`src/rtl/rc4_pkg.sv`:
```
// ============================================================
// rc4_pkg : shared RC4 types, sizes and key-byte index helper
// Rev 1.0
// ============================================================
`default_nettype none

package rc4_pkg;

  localparam int KEY_LEN_DEFAULT = 3;
  localparam int S_SIZE          = 256;

  typedef enum logic [3:0] {
    ST_IDLE,
    ST_INIT_WR,
    ST_INIT_LAST,
    ST_INIT_WAIT,
    ST_RD_I,
    ST_WAIT_I,
    ST_CAP_I,
    ST_CALC_J,
    ST_SWAP_REQ,
    ST_SWAP_WAIT,
    ST_NEXT,
    ST_DONE
  } ksa_state_t;

  function automatic logic [7:0] key_byte_index(input logic [7:0] idx,
                                                input int unsigned key_len);
    return 8'(32'(idx) % key_len);
  endfunction

endpackage

`default_nettype wire

```
`src/rtl/key_byte_sel.sv`:
```
// ============================================================
// key_byte_sel : picks key byte (idx mod KEY_LEN), byte 0 in the MSBs
// Rev 1.0
// ============================================================
`default_nettype none

module key_byte_sel
  import rc4_pkg::*;
#(
  parameter int KEY_LEN = KEY_LEN_DEFAULT
) (
  input  logic [8*KEY_LEN-1:0] secret_key,
  input  logic [7:0]           idx,
  output logic [7:0]           key_byte
);

  logic [7:0] w_sel;

  always_comb begin
    w_sel    = key_byte_index(idx, KEY_LEN);
    key_byte = '0;
    for (int k = 0; k < KEY_LEN; k++) begin
      if (w_sel == 8'(k)) key_byte = secret_key[8*(KEY_LEN-1-k) +: 8];
    end
  end

endmodule

`default_nettype wire

```
`src/rtl/ksa_ctrl.sv`:
```
// ============================================================
// ksa_ctrl : RC4 key-schedule controller, initiator of the swap handshake
// Optional S-memory identity fill: KSA_INIT_EN.  Rev 1.0
// ============================================================
`default_nettype none

module ksa_ctrl
  import rc4_pkg::*;
#(
  parameter int KEY_LEN = KEY_LEN_DEFAULT
) (
  input  logic                 clk,
  input  logic                 reset_n,
  input  logic                 start,
  input  logic [8*KEY_LEN-1:0] secret_key,
  output logic                 busy,
  output logic                 done,
  output logic [7:0]           mem_address,
  output logic                 mem_wren,
  output logic [7:0]           mem_data,
  input  logic [7:0]           mem_q,
  output logic                 swap_owns_mem,
  output logic                 swap_flag,
  input  logic                 swap_done,
  output logic [7:0]           counter_i,
  output logic [7:0]           counter_j
);

  localparam logic [7:0] c_LAST_IDX = 8'(S_SIZE - 1);

  ksa_state_t r_state;
  logic [7:0] r_i;
  logic [7:0] r_j;
  logic [7:0] r_s_i;
  logic [7:0] w_key_byte;

  key_byte_sel #(.KEY_LEN(KEY_LEN)) u_key_sel (
    .secret_key (secret_key),
    .idx        (r_i),
    .key_byte   (w_key_byte)
  );

`ifndef KSA_INIT_EN
  assign mem_wren = 1'b0;
  assign mem_data = 8'h00;
`endif

  always_ff @(posedge clk or negedge reset_n) begin
    if (!reset_n) begin
      r_state       <= ST_IDLE;
      r_i           <= 8'h00;
      r_j           <= 8'h00;
      r_s_i         <= 8'h00;
      busy          <= 1'b0;
      done          <= 1'b0;
      mem_address   <= 8'h00;
      swap_flag     <= 1'b0;
      swap_owns_mem <= 1'b0;
      counter_i     <= 8'h00;
      counter_j     <= 8'h00;
`ifdef KSA_INIT_EN
      mem_wren      <= 1'b0;
      mem_data      <= 8'h00;
`endif
    end else begin
      done <= 1'b0;
      case (r_state)
        ST_IDLE: begin
          if (start) begin
            r_i  <= 8'h00;
            r_j  <= 8'h00;
            busy <= 1'b1;
`ifdef KSA_INIT_EN
            r_state <= ST_INIT_WR;
`else
            r_state <= ST_RD_I;
`endif
          end
        end
`ifdef KSA_INIT_EN
        // r_i doubles as the fill address; it is cleared again before the schedule
        ST_INIT_WR: begin
          mem_wren    <= 1'b1;
          mem_address <= r_i;
          mem_data    <= r_i;
          if (r_i == c_LAST_IDX) r_state <= ST_INIT_LAST;
          else                   r_i     <= r_i + 8'd1;
        end
        ST_INIT_LAST: begin
          mem_wren <= 1'b0;
          mem_data <= 8'h00;
          r_i      <= 8'h00;
          r_state  <= ST_INIT_WAIT;
        end
        ST_INIT_WAIT: r_state <= ST_RD_I;
`endif
        ST_RD_I: begin
          mem_address <= r_i;
          r_state     <= ST_WAIT_I;
        end
        ST_WAIT_I: r_state <= ST_CAP_I;
        ST_CAP_I: begin
          r_s_i   <= mem_q;
          r_state <= ST_CALC_J;
        end
        ST_CALC_J: begin
          r_j     <= r_j + r_s_i + w_key_byte;
          r_state <= ST_SWAP_REQ;
        end
        ST_SWAP_REQ: begin
          counter_i     <= r_i;
          counter_j     <= r_j;
          swap_flag     <= 1'b1;
          swap_owns_mem <= 1'b1;
          r_state       <= ST_SWAP_WAIT;
        end
        // flag drops on the sampling edge so the engine cannot re-trigger
        ST_SWAP_WAIT: begin
          if (swap_done) begin
            swap_flag     <= 1'b0;
            swap_owns_mem <= 1'b0;
            r_state       <= ST_NEXT;
          end
        end
        ST_NEXT: begin
          if (r_i == c_LAST_IDX) begin
            done    <= 1'b1;
            busy    <= 1'b0;
            r_state <= ST_DONE;
          end else begin
            r_i     <= r_i + 8'd1;
            r_state <= ST_RD_I;
          end
        end
        ST_DONE: r_state <= ST_IDLE;
        default: r_state <= ST_IDLE;
      endcase
    end
  end

endmodule

`default_nettype wire

```
`config.mk`:
```
export PLATFORM = sky130hd
export DESIGN_NAME = ksa_ctrl
export DESIGN_NICKNAME = d
export VERILOG_FILES = /design/src/rtl/rc4_pkg.sv /design/src/rtl/key_byte_sel.sv /design/src/rtl/ksa_ctrl.sv
export SDC_FILE = /design/constraint.sdc
export NUM_CORES = 1
export LEC_CHECK = 0
export ABC_AREA = 1
export CORE_MARGIN = 2
export CORE_UTILIZATION = 54
export CTS_BUF_LIST = sky130_fd_sc_hd__clkbuf_2 sky130_fd_sc_hd__clkbuf_4 sky130_fd_sc_hd__clkbuf_8
export DETAILED_ROUTE_END_ITERATION = 16
export GPL_ROUTABILITY_DRIVEN = 0
export HOLD_SLACK_MARGIN = 0.03
export PLACE_DENSITY = 0.89
export SYNTH_ARGS = -nofsm -noshare
export SYNTH_HDL_FRONTEND = slang
export SYNTH_SLANG_ARGS = --single-unit
```
`constraint.sdc`:
```
create_clock -name clk -period 8.4 [get_ports clk]
set_input_delay 1.68 -clock clk [delete_from_list [all_inputs] [get_ports clk]]
set_output_delay 1.68 -clock clk [all_outputs]
set_load 0.005 [all_outputs]
```
## After elaboration in Yosys (flattened, before gate mapping)

Index checks and enable logic that the tools add are counted.

| cells by class | value |
|---|---|
| add/subtract/negate cells | 3 |
| div/mod/pow operators | 1 |
| eq/ne operators | 14 |
| mux-type cells | 18 |
| reduce and logical (&&, ||, !) cells | 10 |

Operator list:

| operator | number |
|---|---|
| $mux 8 | 5 |
| $mod 8x2->32 const B | 1 |
| $pmux 4 s8 | 1 |
| $pmux 8 s2 | 2 |
| $add 8x8->8 | 2 |
| $eq 4x3->1 const B | 4 |
| $eq 4x4->1 const B | 3 |
| $mux 4 | 3 |
| $add 8x1->8 const B | 1 |
| $eq 8x1->1 const B | 1 |
| $eq 8x2->1 const B | 1 |
| $eq 8x8->1 const B | 1 |
| $logic_not 8->1 | 1 |
| $ne 2x2->1 const B | 4 |
| $reduce_and 2->1 | 3 |
| $reduce_and 3->1 | 2 |
| $reduce_bool 2->1 | 3 |
| $mux 1 | 5 |
| $logic_not 4->1 | 1 |
| $pmux 1 s2 | 2 |

| word-level totals | value |
|---|---|
| register bits after elaboration | 55 |
| input bits | 36 |
| output and inout port bits | 37 |
| word-level logic and storage cells | 56 |

## Depth between registers and ports, before layout

Gate-level depths: netlist of run 1.

| logic depth | value |
|---|---|
| depth in word-level cells | 7 |
| mapped depth | 54 |

## Hierarchy

Synthesis of run 1 repeated with hierarchy kept, for this count alone.

| second synthesis, totals | value |
|---|---|
| cells, all modules | 590 |
| area total of the unflattened synthesis | 4,180.3 um^2 |

Modules (own cells, without submodules):

| module | times used | cells an instance | area each (um^2) | seq. area each (um^2) |
|---|---|---|---|---|
| ksa_ctrl | 1 | 349 | 2,879.0 | 1,376.3 |
| key_byte_sel | 1 | 241 | 1,301.2 | 0.0 |

## Worst setup path before layout of run 1

Ideal clock, no wire load.

| timing | value |
|---|---|
| path kind | reg2reg |
| start | register r_i[6] |
| end | register r_j[7] |
| arrival time | 6.050 ns |
| slack | 2.233 ns |
| cell stages (with the launch flop) | 51 |
| path buffers | 3 |
| clock period less this slack | 6.167 ns |
| cells stage by stage | dfrtp_1 -> buf_4 -> clkbuf_1 -> ha_1 -> inv_1 -> nand2_1 -> nand2_1 -> nand3_1 -> nand2_1 -> nand3_2 -> nand3_2 -> nand2_2 -> nand2_2 -> nand3_2 -> nand2_2 -> nand3_2 -> nand3_2 -> nand2_1 -> (+15 left out) -> nand2_1 -> nor2_4 -> and2_1 -> buf_4 -> nand2_1 -> nand3_1 -> fa_1 -> ha_1 -> inv_1 -> fa_1 -> o31ai_1 -> nand2_1 -> nand2_1 -> a21oi_1 -> xor2_1 -> nand4_1 -> nand3_1 -> nand2_1 |

| between the ends | value |
|---|---|
| longest elaborated chain between the ends | 7 |
| elaborated cells on any way between the ends | 9 |
| those cells by class | 1 x add/sub; 1 x div; 2 x eq/ne; 4 x mux; 1 x reduce/logical |

Ends and longest elaborated chain:

| what | line | text |
|---|---|---|
| start, declared | ksa_ctrl.sv:32 | `logic [7:0] r_i;` |
| start signal, assigned | ksa_ctrl.sv:131 | `r_i <= r_i + 8'd1;` |
| $mod 8x2->32 (*) | rc4_pkg.sv:29 | `return 8'(32'(idx) % key_len);` |
| $logic_not 8->1 | key_byte_sel.sv:23 | `if (w_sel == 8'(k)) key_byte = secret_key[8*(KEY_LEN-1-k) +: 8];` |
| $mux 8 (2 in a row) | key_byte_sel.sv:23 |  |
| $mux 8 (*) | key_byte_sel.sv:23 |  |
| $add 8x8->8 (*) | ksa_ctrl.sv:107 | `r_j <= r_j + r_s_i + w_key_byte;` |
| $pmux 8 s2 (*) | ksa_ctrl.sv:67 | `case (r_state)` |
| end signal, assigned | ksa_ctrl.sv:107 |  |
| end, declared | ksa_ctrl.sv:33 | `logic [7:0] r_j;` |

Every way passes the cells marked *; elsewhere a longest branch is shown, timed or not.
A chain may end at the register's enable or synchronous reset.

## Worst setup path after layout of run 1

Ends and elaborated chain as after synthesis.

==> results by group, run 1 <==
Synthesis
  – Synth top area share: 35.7%
  – Mapped Area: 3860 sq um
  – Synth top area cells: dfrtp_1 36%, nand2_1 14%, inv_1 6.2%
  – Dominant cell type by area after synthesis: dfrtp_1
  – Sequential fraction of the synthesis area: 35.7%
  – Async S/R FF share, synth: 100%
  – Mapped Cells: 511
  – Count leader, synth: nand2_1
  – Ys flop type: dfrtp_1
  – Yosys reg bits: 55
  – Number of synthesized flops with an enable pin: 0
  – Mapped Avg Cell Area: 7.55 sq um
  – Synth cell count leaders: 146 x nand2_1, 64 x inv_1, 55 x dfrtp_1, 37 x nand3_1, 35 x o21ai_0
  – Synth warn: 0
  – Yosys cell types: 42

Routing
  – DRC: 0
  – DR vias: 3521
  – Post-DRT Antenna Nets: 0
  – DRT Pass-1 Iters: 5
  – Routed len/inst: 13.5 um
  – Initial DRC Count: 215
  – WL final: 8.99 mm
  – Drt via density: 5.29

Global routing
  – Gr usage total: 24.4%
  – Pin count of the biggest net entering global routing: 56
  – Met1 usage: 31.1%
  – Antenna violations before repair: 0
  – First-pass GRT wire length: 15.1 mm
  – Grt met3 use: 5.32%
  – Vias in the first global route: 3438
  – GR Util met2: 42.3%
  – Gr ovfl total: 0
  – GR peak layer: met2

Timing
  – Fin crit period: 7.17 ns
  – Slew Limit Fails: 0
  – Slew of the pin with the lowest slew margin: 0.975 ns
  – Setup TNS Final: 0 ns
  – Post-route clock period utilization: 85.4%
  – Hold Slack: 0.496 ns
  – Max Fclk: 0.139 GHz
  – Slew margin rel.: 34.9%
  – Skew final: 0.00748 ns
  – RSZ-0062 raised after global routing: no
  – Final setup viols: 0
  – Final Hold Fails: 0

Clock tree
  – CTS resizes: 0
  – Max H-tree Level: 2
  – Root buf cell: clkbuf_8
  – Total CTS buffers: 5
  – Post-CTS Hold Fix Bufs: 0
  – CTS tree: yes
  – Reg clk slew, reported paths: 0.10 ns
  – Postcts setup bufs: 0
  – Clock Sinks: 55
  – Clock Latency Late Sink: 0.31 ns
  – Max Buffers Root-to-Sink: 2

Layout
  – Nets: 626
  – Diode count: 0
  – Syn-to-layout area delta: 19.1%
  – Share of post-route cells with drive strength above 1: 8.95%
  – Post-Layout Cell Count: 666
  – # fillers: 566

Die
  – Die height: 88.5 um
  – Row cnt: 30
  – Top Ports: 73
  – Die ar.: 7830 sq um
  – Core area: 6870 sq um
  – Die extent in x: 88.5 um
  – Starting density of the core: 56.1%

Worst setup path
  – Reg2Reg Depth: 47
  – Worst R2R Setup Slack: 1.23 ns
  – Crit path launch: r_i[6]
  – Crit start category: register
  – CP peak stage delay: 0.51 ns
  – Critical path class: reg2reg
  – Most frequent CP cell: nand2_1
  – Worst EP arrival: 7.39 ns
  – FF-to-FF End: r_j[7]
  – Reg-to-Reg Start: r_i[6]
  – CP required: 8.62 ns
  – Crit end category: register
  – Worst-path fanout max: 21
  – Slowest-stage cell, CP: dfrtp_1

Run
  – Max Cap Violations: 0

Power and ir drop
  – Pleak: 2.33 nW
  – PD cells: 362 nW/um^2
  – Maximum VDD drop: 0.208 mV

Worst hold path
  – WHS Endpoint: mem_address[0]
  – Hold path cells: 2
  – Min-Delay Path Class: reg2reg
  – Worst hold start: mem_address[0]

Status
  – Status: finished clean

Placed design
  – I/O Buffers: 63
  – Hpwl dp: 7.04 mm
  – Placed cell count: 659
sequential cells by signal (all words and copies together) (netlist names):
| register | cells |
|---|---|
| counter_i | 8 |
| counter_j | 8 |
| mem_address | 8 |
| r_i | 8 |
| r_j | 8 |
| r_s_i | 8 |
| r_state | 4 |
| busy | 1 |
| done | 1 |
| swap_flag | 1 |
critical path, delay by kind of cell (launching register included):
| family | cells | cell delay, ns |
|---|---|---|
| compound gates | 2 | 0.42 |
| xor+xnor | 1 | 0.18 |
| fa+ha+maj | 6 | 1.74 |
| buf+inv | 7 | 0.55 |
| flops | 1 | 0.51 |
| simple gates | 31 | 3.70 |
worst max-delay path by stage:
stage | end | slack, ns | depth (start not counted)
after detailed placement | r_j[7] | 1.27 | 47
after floorplan | r_j[7] | 2.23 | 50
final | r_j[7] | 1.23 | 47
after global placement | r_j[7] | 1.76 | 47
after CTS | r_j[7] | 1.26 | 47
after global routing | r_j[7] | 0.38 | 48
placed cells by master, fill, tap and decap left out, drive strengths merged:
cell type and n:
a211oi 1, a21oi 16, a31oi 1, and2 2
buf 2, clkbuf 5, clkdlybuf4s50 62, clkinv 1
conb 9, dfrtp 55, fa 8, ha 12
inv 71, mux2 8, nand2 156, nand3 45
nand4 21, nor2 34, nor3 3, nor4 1
o2111ai 1, o211ai 1, o21ai 40, o21bai 1
o22ai 4, o31ai 1, o32ai 1, or2 1
xnor2 4, xor2 3
per-layer routing:
metal  vias up  share of wire [%]  wire length, um
met5         -                  0                0
met4         0               0.89               80
met3        10                5.6              502
met2       106                 49             4390
met1      1648                 45             4020
li1       1757                  -                -
through the flow:
| stage | setup WS [ns] | utilization [%] | power, mW | cell area, sq um |
|---|---|---|---|---|
| 2_1_floorplan | 2.23 | - | 1.23 | 3890 |
| 3_3_place_gp | 1.76 | 65.6 | 1.44 | 4510 |
| 3_5_place_dp | 1.27 | 65.6 | 1.50 | 4510 |
| 4_1_cts | 1.26 | 66.9 | 1.66 | 4590 |
| 5_1_grt | 0.378 | 66.9 | 1.84 | 4590 |
| 6_report | 1.23 | 66.9 | 1.66 | 4590 |
cell type report:
cell class	instances	area, sq um	area share [%]
Timing Repair Buffer	64	633	13.8
Clock buffer	5	68.8	1.50
Inverter	70	263	5.72
Sequential cell	55	1380	30.0
Clock inverter	2	17.5	0.381
Tap cell	96	120	2.62
Multi-Input combinational cell	374	2110	46.0
power breakdown:
part / total, mW / internal (mW) / switching [mW]
combinational: 1.12 / 0.466 / 0.657
clock: 0.147 / 0.0588 / 0.0879
sequential: 0.392 / 0.335 / 0.0576
logic make-up (layout without fill, tap and decap cells):
family | after synthesis | after routing | synth area share (%)
AO/OA/AOI/OAI | 67 | 67 | 9.60
XOR/XNOR | 7 | 7 | 1.59
adder cells (fa/ha/maj) | 20 | 20 | 8.05
buffers and inverters | 90 | 141 | 10.3
flip-flops | 55 | 55 | 35.7
multiplexers | 8 | 8 | 2.34
other | 1 | 9 | 0.0972
AND/OR/NAND/NOR | 263 | 263 | 32.4
(Power assumes the default switching activity.)
==> inputs of run 2 (changes only) <==
--- a/config.mk
+++ b/config.mk
@@ -11,8 +11,8 @@
 export CTS_BUF_LIST = sky130_fd_sc_hd__clkbuf_2 sky130_fd_sc_hd__clkbuf_4 sky130_fd_sc_hd__clkbuf_8
 export DETAILED_ROUTE_END_ITERATION = 16
 export GPL_ROUTABILITY_DRIVEN = 0
-export HOLD_SLACK_MARGIN = 0.03
-export PLACE_DENSITY = 0.89
+export HOLD_SLACK_MARGIN = 0.02
+export PLACE_DENSITY = 0.83
 export SYNTH_ARGS = -nofsm -noshare
 export SYNTH_HDL_FRONTEND = slang
 export SYNTH_SLANG_ARGS = --single-unit
==> run 2 against run 1 <==
Against the previous run:
- maximum frequency fell by 0.62%
- sequential power barely moved
- worst hold slack got worse by 0.0042 ns
- final cell count rose by 0.15%
- clock power rose by 39%
- highest routed layer unchanged
- die area did not move
- critical path depth fell by 1
- first-iteration DRC count fell by 3.3%
==> results by group, run 2 (same netlist as run 1, synthesis figures left out) <==
Status
  – Status: finished clean

Timing
  – Final setup viols: 0 (unchanged)
  – Skew final: 0.00676 ns (-0.000712 ns)
  – Fin crit period: 7.22 ns (+0.0447 ns)
  – Slew of the pin with the lowest slew margin: 1.06 ns (+0.0885 ns)
  – Slew margin rel.: 29.0% (-5.9 points)
  – PnR worst setup slack: 1.18 ns (-0.0447 ns)
  – Max Fclk: 0.139 GHz (-0.62%)
  – Final Hold Fails: 0 (unchanged)
  – Setup TNS Final: 0 ns (unchanged)
  – RSZ-0062 raised after global routing: no
  – Post-route clock period utilization: 85.9% (+0.53 points)
  – Slew Limit Fails: 0 (unchanged)

Clock tree
  – CTS resizes: 0 (unchanged)
  – Clock Sinks: 55 (unchanged)
  – Postcts setup bufs: 0 (unchanged)
  – Root buf cell: clkbuf_8
  – Clock Latency Late Sink: 0.31 ns (about the same)
  – Post-CTS Hold Fix Bufs: 0 (unchanged)
  – CTS tree: yes
  – Total CTS buffers: 5 (unchanged)
  – Max Buffers Root-to-Sink: 2 (unchanged)
  – Max H-tree Level: 2 (unchanged)
  – Reg clk slew, reported paths: 0.10 ns (about the same)

Routing
  – Post-DRT Antenna Nets: 0 (unchanged)
  – WL final: 9.17 mm (+2.0%)
  – DRC: 0 (unchanged)
  – Initial DRC Count: 208 (-3.3%)
  – Routed len/inst: 13.8 um (+1.8%)
  – Drt via density: 5.39 (+1.9%)
  – DRT Pass-1 Iters: 5 (unchanged)
  – DR vias: 3594 (+2.1%)

Worst setup path
  – Crit end category: register
  – Worst EP arrival: 7.43 ns (+0.04 ns)
  – CP required: 8.61 ns (about the same)
  – Slowest-stage cell, CP: fa_1
  – Critical path class: reg2reg
  – Most frequent CP cell: nand2_1
  – Crit path launch: r_i[6]
  – CP peak stage delay: 0.51 ns (about the same)
  – Crit start category: register
  – Reg-to-Reg Start: r_i[6]
  – Worst-path fanout max: 21 (unchanged)

Layout
  – Syn-to-layout area delta: 20.4%
  – Commonest non-fill, non-tap cell in the layout: nand2_1
  – Post-Layout Cell Count: 667 (+0.15%)
  – Diode count: 0 (unchanged)
  – Share of post-route cells with drive strength above 1: 9.11% (+0.16 points)
  – Final instance area: 4640 sq um (+1.1%)
  – Nets: 626 (unchanged)
  – Commonest non-fill, non-tap cells in the layout: 146 x nand2_1, 64 x inv_1, 62 x clkdlybuf4s50_1, 55 x dfrtp_1, 37 x nand3_1
  – Area of the multi-input gates: 2110 sq um (unchanged)
  – # fillers: 551 (-2.7%)
  – FF+latch area: 1380 sq um (unchanged)

Global routing
  – Pin count of the biggest net entering global routing: 56 (unchanged)
  – Antenna violations before repair: 0 (unchanged)
  – First-pass GRT wire length: 15.5 mm (+2.8%)
  – Gr usage total: 24.8% (+0.40 points)
  – Vias in the first global route: 3535 (+2.8%)
  – Gr ovfl total: 0 (unchanged)

Power and ir drop
  – Internal Power: 0.917 mW (+6.7%)
  – PD cells: 371 nW/um^2 (+2.7%)
  – Combinational Power Share: 65.5% (-2.1 points)
  – Sw power: 0.808 mW (+0.73%)
  – Switching Share: 46.8% (-1.4 points)
  – Clock share of power: 11.9% (+3.1 points)
  – Pleak: 2.35 nW (+0.85%)
  – Seq pwr share: 22.6% (-1.0 points)
  – Maximum VDD drop: 0.157 mV (-25%)

Run
  – Max Cap Violations: 0 (unchanged)

Placed design
  – Placed cell count: 659 (unchanged)
  – Post-place instance area: 4510 sq um (unchanged)
  – I/O Buffers: 63 (unchanged)
  – Setup WS pre-CTS: 1.24 ns (-0.0279 ns)
  – Hpwl dp: 7.06 mm (+0.24%)

Die
  – Die height: 88.5 um (unchanged)
  – Starting density of the core: 56.1% (unchanged)
  – Die extent in x: 88.5 um (unchanged)
  – Top Ports: 73 (unchanged)
  – Die ar.: 7830 sq um (unchanged)
  – Row cnt: 30 (unchanged)
  – Core area: 6870 sq um (unchanged)

Worst hold path
  – Min-Delay Path Class: reg2reg
  – Worst hold start: counter_j[1]
-- run 2: path summary, 6_finish.rpt --
check                      slack [ns]  cells past startpoint      endpoint
min in group asynchronous        1.48                      2          busy
hold reg to reg                  0.49                      2  counter_j[1]
hold / removal                   0.49                      2  counter_j[1]
setup / recovery                 1.18                     46        r_j[7]
setup reg to reg                 1.18                     46        r_j[7]
max in group asynchronous        6.47                      2        r_i[5]
-- run 2: through the flow --
stage | hold WS [ns] | util [%] | total power [mW]
floorplan | 0.476 | - | 1.23
detailed placement | 0.474 | 65.6 | 1.50
finish | 0.492 | 67.6 | 1.72
global route | 0.528 | 67.6 | 1.90
CTS | 0.497 | 67.6 | 1.72
global placement | 0.467 | 65.6 | 1.45
-- run 2: layout make-up --
type                       count  area share [%]
tap                           96            2.59
clock buffer                   5            1.48
timing repair buffer          64            13.6
inverter                      70            5.66
clock inverter                 3            1.46
multi-input combinational    374            45.5
sequential                    55            29.6
-- run 2: worst max-delay path, delay by kind of cell, from the launching register on --
kind	cells	cell delay, ns
buffers and inverters	7	0.52
DFF	1	0.50
and+or+nand+nor	29	3.66
adders and majority gates	6	1.74
xor gates and xnor gates	1	0.19
AOI/OAI and AO/OA	3	0.50
-- run 2: metal layers --
layer	share of wire, %	GRT usage (%)	up-vias
met1	45	33.3	1692
met5	0	0	-
met2	47	42.2	132
met4	1.3	5.92	0
li1	-	-	1754
met3	6.4	4.10	16
-- run 2: power by group through the flow --
| stage | logic [mW] | clock network, mW | registers (mW) |
|---|---|---|---|
| global route | 1.28 | 0.219 | 0.400 |
| CTS | 1.12 | 0.208 | 0.390 |
| detailed placement | 1.11 | 0 | 0.395 |
| finish | 1.13 | 0.205 | 0.391 |
| global placement | 1.05 | 0 | 0.393 |
| floorplan | 0.845 | 0 | 0.385 |
==> inputs of run 3 (changes only) <==
--- a/config.mk
+++ b/config.mk
@@ -11,6 +11,7 @@
 export CTS_BUF_LIST = sky130_fd_sc_hd__clkbuf_2 sky130_fd_sc_hd__clkbuf_4 sky130_fd_sc_hd__clkbuf_8
 export DETAILED_ROUTE_END_ITERATION = 16
 export GPL_ROUTABILITY_DRIVEN = 0
+export GPL_TIMING_DRIVEN = 1
 export HOLD_SLACK_MARGIN = 0.02
 export PLACE_DENSITY = 0.83
 export SYNTH_ARGS = -nofsm -noshare
==> results of run 3 <==
Same layout as run 2: the final DEF is identical, and so are final timing and power.
